**config.mk**
```make
export PLATFORM = sky130hd
export DESIGN_NAME = mem_bus_arbiter
export DESIGN_NICKNAME = d
export VERILOG_FILES = /design/src/rtl/mem_bus_arbiter_pkg.sv /design/src/rtl/mem_bus_arbiter.sv
export SDC_FILE = /design/constraint.sdc
export NUM_CORES = 1
export LEC_CHECK = 0
export CORE_MARGIN = 4
export CORE_UTILIZATION = 35
export DETAILED_ROUTE_END_ITERATION = 6
export PLACE_DENSITY = 0.77
export REMOVE_ABC_BUFFERS = 1
export SYNTH_ARGS = -nofsm -noshare
export SYNTH_HDL_FRONTEND = slang
export SYNTH_SLANG_ARGS = --single-unit
```
**constraint.sdc**
```tcl
create_clock -name clk -period 2.39 [get_ports clk]
set_input_delay 0.478 -clock clk [delete_from_list [all_inputs] [get_ports clk]]
set_output_delay 0.478 -clock clk [all_outputs]
set_load 0.05 [all_outputs]
```
**src/rtl/mem_bus_arbiter_pkg.sv**
```systemverilog
// Shared encodings for the RAM bus arbiter: FSM states, grant identifiers and
// the full-word byte enable.
package mem_bus_arbiter_pkg;

  localparam logic [1:0] ARB_IDLE  = 2'b00;
  localparam logic [1:0] ARB_ISSUE = 2'b01;
  localparam logic [1:0] ARB_WAIT  = 2'b10;
  localparam logic [1:0] ARB_DONE  = 2'b11;

  typedef enum logic [1:0] {
    GNT_NONE = 2'd0,
    GNT_IMR  = 2'd1,
    GNT_DM   = 2'd2,
    GNT_DBG  = 2'd3
  } gnt_t;

  localparam logic [3:0] BE_FULL = 4'hF;

endpackage

```
**src/rtl/mem_bus_arbiter.sv**
```systemverilog
// Single-port RAM arbiter for instruction fetch, data load/store and the debug
// loader: one transaction at a time, one-cycle ack pulse per requester.
module mem_bus_arbiter
  import mem_bus_arbiter_pkg::*;
#(
  parameter int AW     = 14,
  parameter int RD_LAT = 1
) (
  input  logic          clk,
  input  logic          rst_n,
  input  logic          imr_req,
  input  logic [AW-1:0] imr_addr,
  output logic          imr_ack,
  input  logic          dm_req,
  input  logic          dm_we,
  input  logic [3:0]    dm_be,
  input  logic [AW-1:0] dm_addr,
  input  logic [31:0]   dm_wdata,
  output logic          dm_ack,
  input  logic          dbg_req,
  input  logic          dbg_we,
  input  logic [AW-1:0] dbg_addr,
  input  logic [31:0]   dbg_wdata,
  output logic          dbg_ack,
  output logic [31:0]   rdata,
  output logic          imr_run,
  output logic          dmrw_run,
  output logic          dbg_busy,
  output logic          mem_ce,
  output logic          mem_we,
  output logic [3:0]    mem_be,
  output logic [AW-1:0] mem_addr,
  output logic [31:0]   mem_wdata,
  input  logic [31:0]   mem_rdata
);

  localparam int            CW        = (RD_LAT > 1) ? $clog2(RD_LAT) : 1;
  localparam logic [CW-1:0] WAIT_LOAD = CW'((RD_LAT > 1) ? RD_LAT - 2 : 0);

  logic [1:0]    state;
  gnt_t          gnt;
  gnt_t          win;
  logic          gnt_we;
  logic          last_dbg;
  logic [CW-1:0] wait_cnt;
  logic          capture;

  // dbg yields to any waiting CPU requester right after its own grant.
  // NOTE: every signal assigned in always_comb gets a default first, so no path
  // can leave it unassigned and infer a latch.
  always_comb begin
    win = GNT_NONE;
    if (dbg_req && !(last_dbg && (dm_req || imr_req))) win = GNT_DBG;
    else if (dm_req)                                   win = GNT_DM;
    else if (imr_req)                                  win = GNT_IMR;
  end

  // The cycle in which read data is valid on mem_rdata (or the write is done).
  assign capture = (state == ARB_ISSUE && (gnt_we || RD_LAT == 1)) ||
                   (state == ARB_WAIT  && wait_cnt == '0);

  assign imr_run  = imr_req & ~imr_ack;
  assign dmrw_run = dm_req  & ~dm_ack;

  // NOTE: sequential state uses non-blocking assignments so every register sees
  // the pre-edge values of the others, independent of statement order.
  always_ff @(posedge clk) begin
    // NOTE: reset is synchronous and covers only control and output registers;
    // there is no storage array here that would need clearing.
    if (!rst_n) begin
      state     <= ARB_IDLE;
      gnt       <= GNT_NONE;
      gnt_we    <= 1'b0;
      last_dbg  <= 1'b0;
      wait_cnt  <= '0;
      mem_ce    <= 1'b0;
      mem_we    <= 1'b0;
      mem_be    <= '0;
      mem_addr  <= '0;
      mem_wdata <= '0;
      imr_ack   <= 1'b0;
      dm_ack    <= 1'b0;
      dbg_ack   <= 1'b0;
      rdata     <= '0;
      dbg_busy  <= 1'b0;
    end else begin
      mem_ce <= 1'b0;
      case (state)
        ARB_IDLE: begin
          if (win != GNT_NONE) begin
            state    <= ARB_ISSUE;
            gnt      <= win;
            last_dbg <= (win == GNT_DBG);
            dbg_busy <= (win == GNT_DBG);
            mem_ce   <= 1'b1;
            case (win)
              GNT_DBG: begin
                gnt_we    <= dbg_we;
                mem_we    <= dbg_we;
                mem_be    <= BE_FULL;
                mem_addr  <= dbg_addr;
                mem_wdata <= dbg_wdata;
              end
              GNT_DM: begin
                gnt_we    <= dm_we;
                mem_we    <= dm_we;
                mem_be    <= dm_be;
                mem_addr  <= dm_addr;
                mem_wdata <= dm_wdata;
              end
              default: begin
                gnt_we    <= 1'b0;
                mem_we    <= 1'b0;
                mem_be    <= BE_FULL;
                mem_addr  <= imr_addr;
                mem_wdata <= '0;
              end
            endcase
          end
        end
        ARB_ISSUE: begin
          if (capture) begin
            state <= ARB_DONE;
          end else begin
            state    <= ARB_WAIT;
            wait_cnt <= WAIT_LOAD;
          end
        end
        ARB_WAIT: begin
          if (capture) state <= ARB_DONE;
          else         wait_cnt <= wait_cnt - 1'b1;
        end
        default: begin
          state    <= ARB_IDLE;
          imr_ack  <= 1'b0;
          dm_ack   <= 1'b0;
          dbg_ack  <= 1'b0;
          rdata    <= '0;
          dbg_busy <= 1'b0;
        end
      endcase

      if (capture) begin
        imr_ack <= (gnt == GNT_IMR);
        dm_ack  <= (gnt == GNT_DM);
        dbg_ack <= (gnt == GNT_DBG);
        rdata   <= gnt_we ? '0 : mem_rdata;
      end
    end
  end

endmodule

```
# Yosys cells after proc, flatten, opt, wreduce, memory -nomap -nowiden

Index checks and enable logic that the tools add are counted.

Memory bits (read-only): 0
Bits in writable memories: 0
Output and inout bits: 90
Memories: 0
Input bits: 149
Bits in latches: 0
Word-level logic and storage cells: 73
Bits in registers: 94

Multiplexer cells: 24
Equality and inequality tests: 12
Reductions and logical operators: 16
$mul: 0
Shift operators: 0
Add/subtract/negate cells: 1
Bitwise operators: 6
Order comparisons: 0
Div/mod/pow operators: 0

Operators with widths:

| kind                | count |
|---|---|
| $mux 32             | 3 |
| $pmux 32 s2         | 1 |
| $pmux 14 s2         | 1 |
| $eq 2x2->1 const B  | 5 |
| $mux 1              | 10 |
| $mux 2              | 4 |
| $ne 2x2->1 const B  | 4 |
| $reduce_and 2->1    | 4 |
| $pmux 1 s2          | 3 |
| $pmux 2 s3          | 1 |
| $eq 2x1->1 const B  | 2 |
| $mux 4              | 1 |
| $not 1->1           | 4 |
| $reduce_bool 2->1   | 2 |
| $logic_and 1x1->1   | 3 |
| $reduce_and 3->1    | 1 |
| $reduce_or 3->1     | 1 |
| $and 1x1->1         | 2 |
| $logic_not 2->1     | 1 |
| $logic_or 1x1->1    | 2 |
| $ne 2x1->1 const B  | 1 |
| $reduce_or 2->1     | 1 |
| $logic_not 1->1     | 1 |
| $sub 1x1->1 const B | 1 |

# Longest topological paths before layout

Gate-level depths: netlist (run 1).

Word-level depth: 8
Depth in mapped cells: 7
Mapped depth without buffers: 5

# Least setup slack after synthesis (run 1)

Ideal clock, no wire load.

Path type: input to output
Start point: in dm_req
End point: out dmrw_run
Required time: 1.912 ns
Stages: 4
Path buffers: 2
Arrival time: 1.519 ns
Path slack: 0.393 ns
Path through: buf_6 inv_1 clkbuf_1 nor2_1

Word-level cells in the longest chain between the ends: 1

Ends and longest elaborated chain:

| element     | RTL line              | RTL |
|---|---|---|
| from (decl) | mem_bus_arbiter.sv:14 | `input logic dm_req,` |
| $and 1x1->1 | mem_bus_arbiter.sv:63 | `assign dmrw_run = dm_req & ~dm_ack;` |
| to (decl)   | mem_bus_arbiter.sv:27 | `output logic dmrw_run,` |

No other way between the ends.

==> impl_metrics.toml, run 1 <==
[sta]
setup_slack_ns = 0.3712
max_freq_ghz = 0.4954
clock_skew_ns = 0.008463
setup_viol = 0
tns_ns = 0
hold_viol = 0
drv_slew = 0
rsz0062_at_grt = "false"
timing.slew.headroom_pct = 29.57
period_needed_ns = 2.019
worst_pin_slew_ns = 1.057
whs_ns = 0.4563
fin_crit_sh_pct = 84.47

[power_and_ir_drop]
ir_worst_vdd_mv = 0.3390
leakage_nw = 2.508
powerDensity_nw_per_um2 = 710.1
power.total_mw = 5.252

[finish]
nets = 850
post-route-util_pct = 57.68
fill_cells = 1110
drive_gt1_share_pct = 6.419
diodes = 0
fin_cells = 873
area_delta_synth_final_pct = 59.22
final_area_um2 = 7397

[drt]
vias = 4895
ant_nets = 0
first_iter_violations = 346
wirelength_um = 15830
first_pass_iters = 4
routedWlPerCell_um = 18.13
post-route-drc-count = 0
vias_per_cell = 5.607

[logic_synthesis]
ys_types = 37
ys_ff_latch = 94
syn_inst = 491
syn_area_per_cell_um2 = 9.462
ys_warn_count = 0
seq_area_frac_synth_pct = 40.51
syn_area_um2 = 4646

[hold_path]
min_path_cells = 2
hold_start = "mem_be[0]"
hp-class = "reg -> reg"
hold_end = "mem_be[0]"

[grt]
first_global_vias = 4857
grt_pass1_wl_um = 24510
antenna_found_initial = 1
grt_max_degree = 71
grt_use_total_pct = 20.17
overflow = 0

[setup_path]
path_cells = "clkdlybuf4s50_1"
worst_r2r_startpoint = "state[1]"
cp_max_fo = 3
crit_path_max_incr_delay_ns = 0.84
worstPathArrival_ns = 1.54
critical_path_required_ns = 1.91
slowest_stage = "clkdlybuf4s50_1"
startpoint_type = "flip-flop"
reg2reg_slack_ns = 0.52
worstSetupPathType = "reg -> out"
rr_endpoint = "rdata[17]"
rr_worst_depth = 5
cpLargestDelayFamily = "buffers and inverters"
end_kind = "output pin"
worst-path-buf-inv = 1

[placement]
placed_cells = 857
hpwl_um = 11500
portBuffers = 238
gp_congestion = 0.9196
preCtsSetupSlack_ns = 0.1995
place_area_um2 = 7096

[clock_tree]
cts_max_level = 3
post_cts_buffers = 0
root_buffer = "clkbuf_16"
cts_resized = 0
clkSlewWorstSetupHoldPaths_ns = 0.06
postCtsHoldBufs = 0
clk_path_buf_depth = 2
clock_sinks = 94
numCtsBuffers = 9
cts_tree = "done"
worst_skew_pair.late_latency_ns = 0.34

[die]
dieWidth_um = 123.2
initial_core_util_pct = 36.22
coreArea_um2 = 12820
die_y_um = 123.2
rows = 41
design.die.area_um2 = 15180
io_pins = 239

[job]
maxCapViolCount = 0

[outcome]
status = "complete, no violations"
## per-layer routing
metal	vias up	track usage, %	share of wire, %	wire, um
li1	2338	-	-	-
met1	2259	25.47	41	6564
met4	2	8.651	2.0	324
met5	-	0	0.082	13
met3	29	6.816	11	1773
met2	267	31.40	45	7153
## where the power goes
group | total, mW | internal, mW | switching (mW)
registers | 1.85 | 1.75 | 0.103
logic | 1.96 | 0.788 | 1.17
clock network | 1.45 | 0.863 | 0.585
## flip-flops by register name, indices dropped and copies added (netlist names), 2 cells and up
name and cells:
mem_wdata 32, mem_addr 14, state 2, mem_be 4
gnt 2, rdata 32
## synth_stat cells
cell / instances / area (um2)
dfxtp_1: 94 / 1882
or4b_1: 35 / 350.3
a21oi_1: 42 / 210.2
o21ai_0: 11 / 55.05
o31ai_4: 1 / 21.27
o21ai_2: 1 / 8.760
nor2b_1: 4 / 25.02
a21o_4: 1 / 15.01
clkbuf_1: 30 / 112.6
nor2_1: 4 / 15.01
buf_2: 9 / 45.04
o32ai_1: 1 / 8.760
nor3_1: 1 / 5.000
clkinv_1: 1 / 3.750
o21a_1: 1 / 7.510
buf_6: 10 / 112.6
buf_4: 9 / 67.56
o211ai_1: 33 / 247.7
nor2b_4: 1 / 13.76
o22ai_1: 14 / 87.58
nand2_1: 11 / 41.29
o31ai_1: 4 / 30.03
o2bb2ai_1: 33 / 289.0
ha_1: 5 / 62.56
a311oi_1: 1 / 8.760
a32oi_1: 34 / 297.8
o21ai_1: 6 / 30.03
buf_1: 4 / 15.01
and2_1: 33 / 206.5
nand3_1: 29 / 145.1
a41oi_1: 15 / 131.4
mux2i_1: 2 / 20.02
inv_1: 6 / 22.52
nand2b_1: 2 / 12.51
o31a_4: 1 / 17.52
a21bo_2: 1 / 10.01
nor2_4: 1 / 11.26
## worst reg2reg max path, stage by stage, from the launching register on
cell and delay, ns:
dfxtp_1 0.41, inv_1 0.10, ha_2 0.34, buf_12 0.25
or4b_1 0.54, a21oi_1 0.16
## final cells by class
cell class / instances / area (um2) / area share [%]
Sequential cell: 94 / 1882 / 25.44
Multi-Input combinational cell: 328 / 2390 / 32.31
Tap cell: 172 / 215.2 / 2.909
Clock buffer: 12 / 256.5 / 3.468
Clock inverter: 4 / 45.04 / 0.6089
Timing Repair Buffer: 256 / 2582 / 34.91
Inverter: 7 / 26.28 / 0.3552
## layout by cell type, fill, tap and decap left out, drive strengths merged, types with 6 or more instances in the layout
cell type	count
clkdlybuf4s50	235
dfxtp	94
a21oi	42
or4b	35
a32oi	34
and2	33
o2bb2ai	33
o211ai	33
nand3	29
buf	21
o21ai	18
a41oi	15
o22ai	14
clkbuf	12
nand2	11
inv	6
## cell families after synthesis
kind of cell,count (synthesis),synth area share (%)
multiplexers,2,0.4309
buffers and inverters,69,8.160
flip-flops,94,40.51
AO/OA/AOI/OAI,200,31.78
adder cells (fa/ha/maj),5,1.347
AND/OR/NAND/NOR,121,17.78
## worst max path at each step
stage,to,slack [ns],cells past startpoint,startpoint
after floorplan,state[0],0.19,5,state[1]
after global placement,mem_wdata[31],0.25,5,dbg_req
after detailed placement,mem_wdata[6],0.20,5,dbg_req
after CTS,mem_we,0.35,1,gnt_we
after global routing,mem_we,0.33,1,gnt_we
final,mem_we,0.37,1,gnt_we
Note: power is estimated with default switching activity, not from simulation.
==> run 2: changes to the inputs <==
Clock period 2.39 ns to 1.9 ns, I/O delays scaled along.
==> impl_metrics.toml, run 2 (synthesized netlist as in run 1, its figures left out) <==
[power_and_ir_drop]
p_int_mw = 4.428
p_sw_share_pct = 35.21
ir_worst_vdd_mv = 0.4096
power_frac_seq_pct = 34.0
comb_power_share_pct = 36.4
power_switching_mw = 2.406
leakage_nw = 3.167
pwr-share-clk_pct = 29.6
powerDensity_nw_per_um2 = 909.7

[finish]
diodes = 0
area_delta_synth_final_pct = 61.70
final_cell_mix = "clkdlybuf4s50_1 (157), dfxtp_1 (94), buf_4 (51)"
final_common_cell = "clkdlybuf4s50_1"
reg_top3 = "mem_wdata x32, rdata x32, mem_addr x14"
drive_gt1_share_pct = 12.38
nets = 860
final_area_um2 = 7512

[grt]
first_global_vias = 4974
grt_use_total_pct = 21.50
overflow = 0
grt_pass1_wl_um = 25820
grt_max_degree = 72
antenna_found_initial = 0

[drt]
first_pass_iters = 5
wirelength_um = 16990
vias_per_cell = 5.738
routedWlPerCell_um = 19.24
ant_nets = 0
vias = 5067
first_iter_violations = 486
post-route-drc-count = 0

[die]
dieWidth_um = 123.2
initial_core_util_pct = 36.22
design.die.area_um2 = 15180
coreArea_um2 = 12820
die_y_um = 123.2
rows = 41
io_pins = 239

[setup_path]
cpLargestDelayFamily = "buffers and inverters"
startpoint = "rdata[17]"
crit_path_max_incr_delay_ns = 0.84
startpoint_type = "flip-flop"
reg2reg_slack_ns = 0.15
path_cells = "clkdlybuf4s50_1"
cp_num_cells = 1
setup.worst_path.end = "rdata[17]"
worst_r2r_startpoint = "state[1]"
end_kind = "output pin"
worstPathArrival_ns = 1.50
cp_max_fo = 2
worstSetupPathType = "reg -> out"
rr_worst_depth = 6
slowest_stage = "clkdlybuf4s50_1"
critical_path_required_ns = 1.52
rr_endpoint = "rdata[14]"
worst-path-buf-inv = 1

[clock_tree]
clkSlewWorstSetupHoldPaths_ns = 0.06
cts_max_level = 3
worst_skew_pair.late_latency_ns = 0.34
cts_tree = "done"
root_buffer = "clkbuf_16"
clock_sinks = 94
numCtsBuffers = 9
postCtsHoldBufs = 0
post_cts_buffers = 0
clk_path_buf_depth = 2

[sta]
setup_viol = 0
setup_slack_ns = 0.01869
tns_ns = 0
worst_pin_slew_ns = 0.7376
clock_skew_ns = 0.007831
max_freq_ghz = 0.5315
drv_slew = 0
hold_viol = 0
rsz0062_at_grt = "false"
timing.slew.headroom_pct = 50.72
period_needed_ns = 1.881
fin_crit_sh_pct = 99.02

[job]
maxCapViolCount = 0

[placement]
place_area_um2 = 7103
gp_congestion = 0.8933
preCtsSetupSlack_ns = -0.2533
hpwl_um = 11690
portBuffers = 238

[hold_path]
hp-class = "reg -> reg"

[outcome]
status = "complete, no violations"
## run 2: cell types whose count changed in the layout (fill, tap and decap cells not counted), sizes merged
cell	delta
clkinv	-2
dlymetal6s2s	+28
clkdlybuf4s50	-78
dlygate4sd2	+19
nor2b	+2
bufinv	+1
clkbuf	+1
buf	+39
## run 2: cell type report
type / instances / area [um2]
flip-flops and latches: 94 / 1882
fillers: 1113 / 5313
clock buffers: 13 / 270.3
repair buffers: 264 / 2636
multi-input cells: 330 / 2417
inverters: 7 / 26.28
clock inverters: 3 / 65.06
well taps: 172 / 215.2
## run 2: power groups by stage
stage	Sequential, mW	Clock (mW)	Combinational, mW
4_1_cts	2.32	2.08	2.49
3_3_place_gp	2.35	0	2.46
3_5_place_dp	2.36	0	2.50
6_report	2.32	2.03	2.49
2_1_floorplan	3.06	0	0.685
5_1_grt	2.34	2.18	2.63
## run 2: metrics by stage
stage	utilization (%)	total power [mW]	hold slack [ns]	cells
after floorplan	-	3.747	0.4592	429
after global placement	55.39	4.812	0.4455	865
after detailed placement	55.39	4.859	0.4481	865
after CTS	57.92	6.886	0.4475	882
after global routing	58.58	7.152	0.4701	883
final	58.58	6.834	0.4628	883
## run 2: how the worst min path moves through the flow
stage	slack, ns	end	from	depth (start not counted)
floorplan	0.46	wait_cnt	wait_cnt	2
global placement	0.45	mem_be[0]	mem_be[0]	2
detailed placement	0.45	mem_wdata[27]	mem_wdata[27]	1
CTS	0.45	gnt[0]	dm_req	2
global route	0.47	mem_wdata[14]	mem_wdata[14]	1
finish	0.46	mem_wdata[23]	mem_wdata[23]	1
## run 2: what timing repair did
item                                    4_1_cts  5_1_grt
hold endpoints to repair                      0        0
endpoints found under the setup margin       54       34
resized for setup                            20       30
cloned                                        1        1
## run 2: routing by layer
layer	up-vias	part of all wire, %	routed length (um)	GRT usage, %
met5	-	0	0	0
met4	0	2.8	484	8.720
met3	43	10	1709	5.535
met2	300	46	7741	34.39
met1	2364	42	7057	27.63
li1	2360	-	-	-
==> run 3: changes to the inputs <==
Settings changed: CORE_ASPECT_RATIO from default to 0.7.
==> impl_metrics.toml, run 3 (synthesized netlist as in run 1, its figures left out) <==
[finish]
reg_top3 = "mem_wdata x32, rdata x32, mem_addr x14"
drive_gt1_share_pct = 13.79
post-route-util_pct = 59.74
multiInputGateArea_um2 = 2415
fill_cells = 1064
fin_cells = 880
final_cell_mix = "clkdlybuf4s50_1 (150), dfxtp_1 (94), buf_4 (61)"
nets = 867
diodes = 0
regArea_um2 = 1882
area_delta_synth_final_pct = 63.56
final_common_cell = "clkdlybuf4s50_1"

[sta]
clock_skew_ns = 0.008025
period_needed_ns = 1.845
setup_viol = 0
tns_ns = 0
drv_slew = 0
rsz0062_at_grt = "false"
hold_viol = 0
max_freq_ghz = 0.5420
worst_pin_slew_ns = 0.9325
whs_ns = 0.4563
fin_crit_sh_pct = 97.10
timing.slew.headroom_pct = 37.61

[clock_tree]
postCtsHoldBufs = 0
cts_max_level = 3
numCtsBuffers = 9
cts_tree = "done"
worst_skew_pair.late_latency_ns = 0.34
clkSlewWorstSetupHoldPaths_ns = 0.07
post_cts_buffers = 0
root_buffer = "clkbuf_16"
clock_sinks = 94
clk_path_buf_depth = 2

[setup_path]
worst_r2r_startpoint = "state[0]"
slowest_stage = "clkdlybuf4s50_1"
cp_num_cells = 1
end_kind = "output pin"
rr_endpoint = "rdata[10]"
crit_path_max_incr_delay_ns = 0.80
worstPathArrival_ns = 1.46
cpLargestDelayFamily = "buffers and inverters"
critical_path_required_ns = 1.52
startpoint = "mem_wdata[5]"
worst-path-buf-inv = 1
startpoint_type = "flip-flop"
setup.worst_path.end = "mem_wdata[5]"
rr_worst_depth = 5
worstSetupPathType = "reg -> out"
path_cells = "clkdlybuf4s50_1"
reg2reg_slack_ns = 0.16
cp_max_fo = 2

[die]
rows = 34
dieWidth_um = 145.7
die_y_um = 104.4
design.die.area_um2 = 15210
io_pins = 239
initial_core_util_pct = 36.52
coreArea_um2 = 12720

[placement]
portBuffers = 238
gp_congestion = 0.8470
placed_cells = 861
hpwl_um = 12440

[power_and_ir_drop]
powerDensity_nw_per_um2 = 889.4
power.total_mw = 6.759
ir_worst_vdd_mv = 0.5239
leakage_nw = 3.458

[drt]
wirelength_um = 17960
vias_per_cell = 5.758
routedWlPerCell_um = 20.41
post-route-drc-count = 0
first_pass_iters = 5
vias = 5067
first_iter_violations = 329
ant_nets = 0

[grt]
grt_pass1_wl_um = 27590
overflow = 0
first_global_vias = 5084
grt_max_degree = 65
grt_use_total_pct = 22.15
antenna_found_initial = 0

[outcome]
status = "complete, no violations"

[job]
maxCapViolCount = 0

[hold_path]
hp-class = "reg -> reg"
[run 3: changes by cell type in the layout (fill, tap and decap cells not counted), moves of 2 or more]
cell / previous run / this run
dlymetal6s2s_1: 28 / 48
dlygate4sd2_1: 19 / 2
buf_4: 51 / 61
clkdlybuf4s50_1: 157 / 150
inv_6: 0 / 3
clkbuf_8: 3 / 1
[run 3: area by class of cell]
type / instances / share of cell area, %
Multi-Input combinational cell: 330 / 31.78
Inverter: 7 / 0.3458
Sequential cell: 94 / 24.77
Clock buffer: 10 / 3.145
Clock inverter: 6 / 0.8727
Tap cell: 162 / 2.668
Timing Repair Buffer: 271 / 36.42
[run 3: metrics by stage]
step	area [um2]	setup WS (ns)
floorplan	4293	-0.2951
global placement	7126	-0.09984
detailed placement	7126	-0.2213
CTS	7442	0.0004287
global route	7599	0.004878
finish	7599	0.05505
[run 3: worst min-delay path by stage]
stage                      start  slack (ns)  depth (start not counted)           end
floorplan               wait_cnt        0.46                          2      wait_cnt
global route        mem_wdata[5]        0.48                          1  mem_wdata[5]
detailed placement     mem_be[3]        0.45                          2     mem_be[3]
CTS                    mem_be[3]        0.46                          2     mem_be[3]
global placement       mem_be[1]        0.44                          2     mem_be[1]
finish                 mem_be[3]        0.46                          2     mem_be[3]
[run 3: what timing repair did]
item                                   4_1_cts  5_1_grt
pin swaps                                    0        0
gates cloned                                 1        2
setup endpoints to repair                   37       75
gates resized for setup                      3       49
endpoints found under the hold margin        0        0
[run 3: layer usage]
metal / part of all wire (%) / GRT usage [%] / wire, um
met5: 0 / 0 / 0
met3: 5.3 / 6.010 / 951
met1: 43 / 28.30 / 7790
met2: 49 / 36.72 / 8842
met4: 2.1 / 6.436 / 377
[run 3: where the power goes]
group	internal (mW)	leakage [nW]	switching [mW]
Combinational	1.03	2.53	1.55
Sequential	2.19	0.772	0.120
Clock	1.07	0.154	0.802
Total	4.29	3.46	2.47
[run 3: tightest hold or removal path: stages (launching register included)]
cell and delay (ns):
dfxtp_1 0.31, nand2_1 0.05, a21oi_1 0.05
